$ cat src/rtl/cond_unit.sv
// cond_unit: pipelined condition evaluator with a one-deep valid/ready output
// register, stored compare flags for compare-then-branch sequences, and a
// saturating count of true results.
module cond_unit #(
    parameter int WIDTH = 8,
    parameter int CNT_W = 16
) (
    input  logic             clk_i,
    input  logic             rst_ni,
    input  logic             in_valid_i,
    output logic             in_ready_o,
    input  logic [7:0]       condition_i,
    input  logic [WIDTH-1:0] input1_i,
    input  logic [WIDTH-1:0] input2_i,
    output logic             out_valid_o,
    input  logic             out_ready_i,
    output logic             output_o,
    output logic             out_en_o,
    output logic             flag_err_o,
    input  logic             clr_cnt_i,
    output logic [CNT_W-1:0] true_cnt_o
);

    localparam logic [CNT_W-1:0] CNT_MAX = '1;

    // Condition code fields; bits [7:6] carry no meaning.
    logic       cond_en;
    logic       cond_flag_mode;
    logic       cond_signed;
    logic [2:0] cond_op;
    logic       cond_unused;

    assign cond_en        = condition_i[5];
    assign cond_flag_mode = condition_i[4];
    assign cond_signed    = condition_i[3];
    assign cond_op        = condition_i[2:0];
    assign cond_unused    = ^condition_i[7:6];

    // State registers
    logic             out_valid_q, out_valid_d;
    logic             output_q,    output_d;
    logic             out_en_q,    out_en_d;
    logic             flag_err_q,  flag_err_d;
    logic [CNT_W-1:0] cnt_q,       cnt_d;
    logic             flag_eq_q,   flag_eq_d;
    logic             flag_ltu_q,  flag_ltu_d;
    logic             flag_lts_q,  flag_lts_d;
    logic             flags_ok_q,  flags_ok_d;

    // Datapath intermediates
    logic accept;
    logic cmp_eq, cmp_ltu, cmp_lts;
    logic sel_eq, sel_lt;
    logic op_result;
    logic result;
    logic no_flags_err;

    // A new transaction can enter whenever the output slot is empty or draining.
    assign in_ready_o = !out_valid_q || out_ready_i;
    assign accept     = in_valid_i && in_ready_o;

    // Raw operand comparison, both unsigned and two's-complement.
    always_comb begin
        cmp_eq  = (input1_i == input2_i);
        cmp_ltu = (input1_i < input2_i);
        cmp_lts = ($signed(input1_i) < $signed(input2_i));
    end

    // Pick live or stored flags, then evaluate the selected operation.
    always_comb begin
        sel_eq = cond_flag_mode ? flag_eq_q : cmp_eq;
        if (cond_flag_mode) begin
            sel_lt = cond_signed ? flag_lts_q : flag_ltu_q;
        end else begin
            sel_lt = cond_signed ? cmp_lts : cmp_ltu;
        end
        case (cond_op)
            3'd0:    op_result = sel_eq;
            3'd1:    op_result = !sel_eq;
            3'd2:    op_result = sel_lt;
            3'd3:    op_result = sel_lt || sel_eq;
            3'd4:    op_result = !sel_lt && !sel_eq;
            3'd5:    op_result = !sel_lt;
            3'd6:    op_result = 1'b1;
            default: op_result = 1'b0;
        endcase
        // Flag mode with nothing stored yet forces a false, flagged result.
        no_flags_err = cond_en && cond_flag_mode && !flags_ok_q;
        result       = cond_en && !no_flags_err && op_result;
    end

    // Next-state: output slot, stored flags and saturating true counter.
    always_comb begin
        out_valid_d = out_valid_q;
        output_d    = output_q;
        out_en_d    = out_en_q;
        flag_err_d  = flag_err_q;
        flag_eq_d   = flag_eq_q;
        flag_ltu_d  = flag_ltu_q;
        flag_lts_d  = flag_lts_q;
        flags_ok_d  = flags_ok_q;
        cnt_d       = cnt_q;

        if (accept) begin
            out_valid_d = 1'b1;
            output_d    = result;
            out_en_d    = cond_en;
            flag_err_d  = no_flags_err;
            if (cond_en && !cond_flag_mode) begin
                flag_eq_d  = cmp_eq;
                flag_ltu_d = cmp_ltu;
                flag_lts_d = cmp_lts;
                flags_ok_d = 1'b1;
            end
            if (result && (cnt_q != CNT_MAX)) begin
                cnt_d = cnt_q + 1'b1;
            end
        end else if (out_ready_i) begin
            out_valid_d = 1'b0;
        end

        // Clearing takes priority over a same-cycle increment.
        if (clr_cnt_i) begin
            cnt_d = '0;
        end
    end

    // State register with asynchronous active-low reset.
    always_ff @(posedge clk_i or negedge rst_ni) begin
        if (!rst_ni) begin
            out_valid_q <= 1'b0;
            output_q    <= 1'b0;
            out_en_q    <= 1'b0;
            flag_err_q  <= 1'b0;
            flag_eq_q   <= 1'b0;
            flag_ltu_q  <= 1'b0;
            flag_lts_q  <= 1'b0;
            flags_ok_q  <= 1'b0;
            cnt_q       <= '0;
        end else begin
            out_valid_q <= out_valid_d;
            output_q    <= output_d;
            out_en_q    <= out_en_d;
            flag_err_q  <= flag_err_d;
            flag_eq_q   <= flag_eq_d;
            flag_ltu_q  <= flag_ltu_d;
            flag_lts_q  <= flag_lts_d;
            flags_ok_q  <= flags_ok_d;
            cnt_q       <= cnt_d;
        end
    end

    assign out_valid_o = out_valid_q;
    assign output_o    = output_q;
    assign out_en_o    = out_en_q;
    assign flag_err_o  = flag_err_q;
    assign true_cnt_o  = cnt_q;

endmodule

$ cat config.mk
export PLATFORM = sky130hd
export DESIGN_NAME = cond_unit
export DESIGN_NICKNAME = d
export VERILOG_FILES = /design/src/rtl/cond_unit.sv
export SDC_FILE = /design/constraint.sdc
export NUM_CORES = 1
export LEC_CHECK = 0
export BUFFER_PORTS_ARGS = -buffer_cell sky130_fd_sc_hd__buf_2
export CORE_UTILIZATION = 53
export DETAILED_ROUTE_END_ITERATION = 8
export PLACE_DENSITY = 0.82
export SYNTH_ARGS = -nofsm -noshare
export SYNTH_HDL_FRONTEND = slang
export SYNTH_SLANG_ARGS = --single-unit
$ cat constraint.sdc
create_clock -name clk_i -period 3.55 [get_ports clk_i]
set_clock_uncertainty 0.15 [all_clocks]
set_input_delay 0.5325 -clock clk_i [delete_from_list [all_inputs] [get_ports clk_i]]
set_output_delay 0.5325 -clock clk_i [all_outputs]
set_load 0.02 [all_outputs]
==> impl_metrics.yaml <==
global_route:
  grt_pass1_wl_mm: 6.389
  grt_max_degree: 29
  antenna_found_initial: 0
  grt_overflow: 0
  track_usage_pct: 24.72
  grt_pass1_vias: 1639
yosys:
  syn_nets: 213
  yosysTopAreaCellShare_pct: 37.12
  ys_warn_count: 0
  synth_enable_flop_cells: 0
  synthArstFlopShare_pct: 100.0
  ys.flop_type: "dfrtp_1"
  synth_area_sq_mm: 0.001618
  postSynthAreaPerCell_sq_um: 9.245
  ys_ff_latch: 24
  seq_area_frac_synth_pct: 37.12
  synth_cells: 175
  synth_top_cell_by_area: "dfrtp_1"
  synth_cell_types: 45
  ys_top_cells_by_area: "dfrtp_1 (37%), ha_1 (7.0%), a21oi_1 (5.6%)"
floorplan:
  initial_core_util_pct: 57.19
  fp.dieH_microns: 57.25
  row_count: 19
  core_area_sq_mm: 0.002829
  die_area_sq_mm: 0.003278
  ios: 50
  die_x_microns: 57.25
placed_design:
  finalWeightedCongestion: 0.7762
  dp_hpwl_mm: 2.875
  dp.cells: 245
  io_buffers: 47
finish:
  mostFrequentLayoutCell: "buf_2"
  num_antenna_cells: 0
  layoutNonFillerInstCount: 249
  drive_gt1_share_pct: 27.52
  nets: 257
  syn2layout_area_growth_pct: 16.16
  layout_common_cells: "buf_2 (47), dfrtp_1 (24), a21oi_1 (18)"
outcome:
  outcome: "complete, but fails checks"
  violations: "design-rule violations"
clock_tree:
  cts_made_buffers: 3
  clk_pin_slew_ns: 0.14
  cts.sinks: 24
  holdBufCountCts: 0
  ctsResizeCount: 0
  cts_tree: "done"
  post_cts_buffers: 0
  cts_max_path_buffers: 2
  htree_levels: 1
  clk_latency_ns: 0.32
  root_buffer: "clkbuf_4"
power:
  power_density_mw_per_mm2: 298.3
  p_leak_nw: 0.8829
  irDropWorstVdd_uv: 230.9
timing:
  slew_viol_final: 0
  fin_crit_sh_pct: 80.38
  holdWs_ns: 0.02033
  finalHoldViolations: 0
  tightest_slew_ns: 0.8969
  period_minus_slack_ns: 2.853
  maxSlewHeadroom_pct: 39.80
  finalSetupViolCount: 0
  fmax_ghz: 0.3505
  rsz0062_at_grt: "no"
  fin_tns_setup_ns: 0
route:
  drc_errors: 3
  vias_per_cell: 6.414
  num_vias: 1597
  avgRoutedWirePerCell_microns: 15.33
  drtPass1Iterations: 6
  ant_nets: 0
  drt-initial-drc-count: 94
  routed_wl_mm: 3.816
setup_path:
  cp.arrival_ns: 2.95
  path_max_fanout: 15
  path_cells: "buf_2 -> ha_1 -> a21oi_1 -> nor2_1 -> a2111o_1 -> nor4b_4 -> o21ai_1 -> or4_1 -> a21oi_1"
  critPathMaxStageDelay_ns: 0.57
  cpMaxStageDelayCell: "or4_1"
  required_ns: 3.65
  r2r_cells: 8
  worst_path_most_repeated_cell: "a21oi_1"
  worstSetupPathType: "in -> reg"
  setup.worst_path.start_class: "input port"
  cp-end-kind: "register"
job:
  drv_cap: 0
worst_hold_path:
  hold_class: "in -> async"
-- final cells by class --
cell class	instances	area (sq um)
Multi-Input combinational cell	132	927.1
Clock buffer	4	36.28
Fill cell	218	949.7
Tap cell	31	38.79
Inverter	11	41.29
Sequential cell	24	600.6
Timing Repair Buffer	47	235.2
-- synthesized netlist by cell type, types with 2 or more instances --
library cell / number
a21o_1: 2
a21oi_1: 18
a31oi_1: 4
and3_1: 3
and4_1: 2
buf_2: 3
buf_6: 2
clkbuf_1: 2
dfrtp_1: 24
ha_1: 9
inv_1: 11
mux2_2: 4
mux2i_1: 2
nand2_1: 12
nand2b_1: 3
nand3_1: 6
nand4_1: 4
nor2_1: 3
nor2b_1: 4
nor3_1: 3
o211ai_1: 2
o21ai_0: 6
o21ai_1: 2
o31ai_1: 11
or3_1: 3
or4_1: 11
-- sequential cells by signal (all words and copies together) (netlist names) --
register     cells
flag_eq_q        1
flag_err_o       1
flag_lts_q       1
flag_ltu_q       1
flags_ok_q       1
out_en_o         1
out_valid_o      1
output_o         1
true_cnt_o      16
-- metal layers --
| metal | global-route usage (%) | part of all wire [%] | vias to the layer above |
|---|---|---|---|
| li1 | - | - | 757 |
| met1 | 26.42 | 40 | 770 |
| met2 | 44.54 | 52 | 54 |
| met3 | 4.082 | 4.1 | 16 |
| met4 | 16.72 | 3.7 | 0 |
| met5 | 0 | 0 | - |
-- kinds of logic (layout without fill, tap and decap cells) --
logic type	count (synthesis)	count (layout)	share of synthesized area [%]
and+or+nand+nor	63	63	24.21
AOI/OAI and AO/OA	52	52	21.04
buffers and inverters	19	62	5.568
adders and majority gates	9	9	6.961
xor gates and xnor gates	2	2	1.083
DFF	24	24	37.12
muxes	6	6	4.022
-- critical path, delay by kind of cell --
kind	cells	cell delay, ns
simple gates	3	0.91
fa+ha+maj	1	0.31
buf+inv	1	0.10
compound gates	4	1.09
-- where the power goes --
part	switching [W]	internal (W)
Clock	0.0000863	0.0000627
Combinational	0.0000721	0.0000471
Sequential	0.00000652	0.000286
Total	0.000165	0.000396
-- through the flow --
step	instance area, sq um	total power, W	util [%]	worst slack [ns]
after floorplan	1618	0.0003760	-	0.6734
after global placement	1843	0.0004089	65.15	0.4923
after detailed placement	1843	0.0004170	65.15	0.3532
after CTS	1879	0.0005620	66.43	0.6910
after global routing	1879	0.0005849	66.43	0.5583
final	1879	0.0005605	66.43	0.6966
-- final timing paths --
check / endpoint / slack [ns] / startpoint
hold / removal: true_cnt_o[12] / 0.02 / rst_ni
setup reg to reg: true_cnt_o[9] / 0.88 / true_cnt_o[0]
hold reg to reg: output_o / 0.34 / output_o
max in group asynchronous: output_o / 2.85 / rst_ni
setup / recovery: true_cnt_o[10] / 0.70 / input1_i[5]
min in group clk_i: out_valid_o / 0.28 / in_valid_i
No activity file was read; power rests on OpenSTA's default activity.
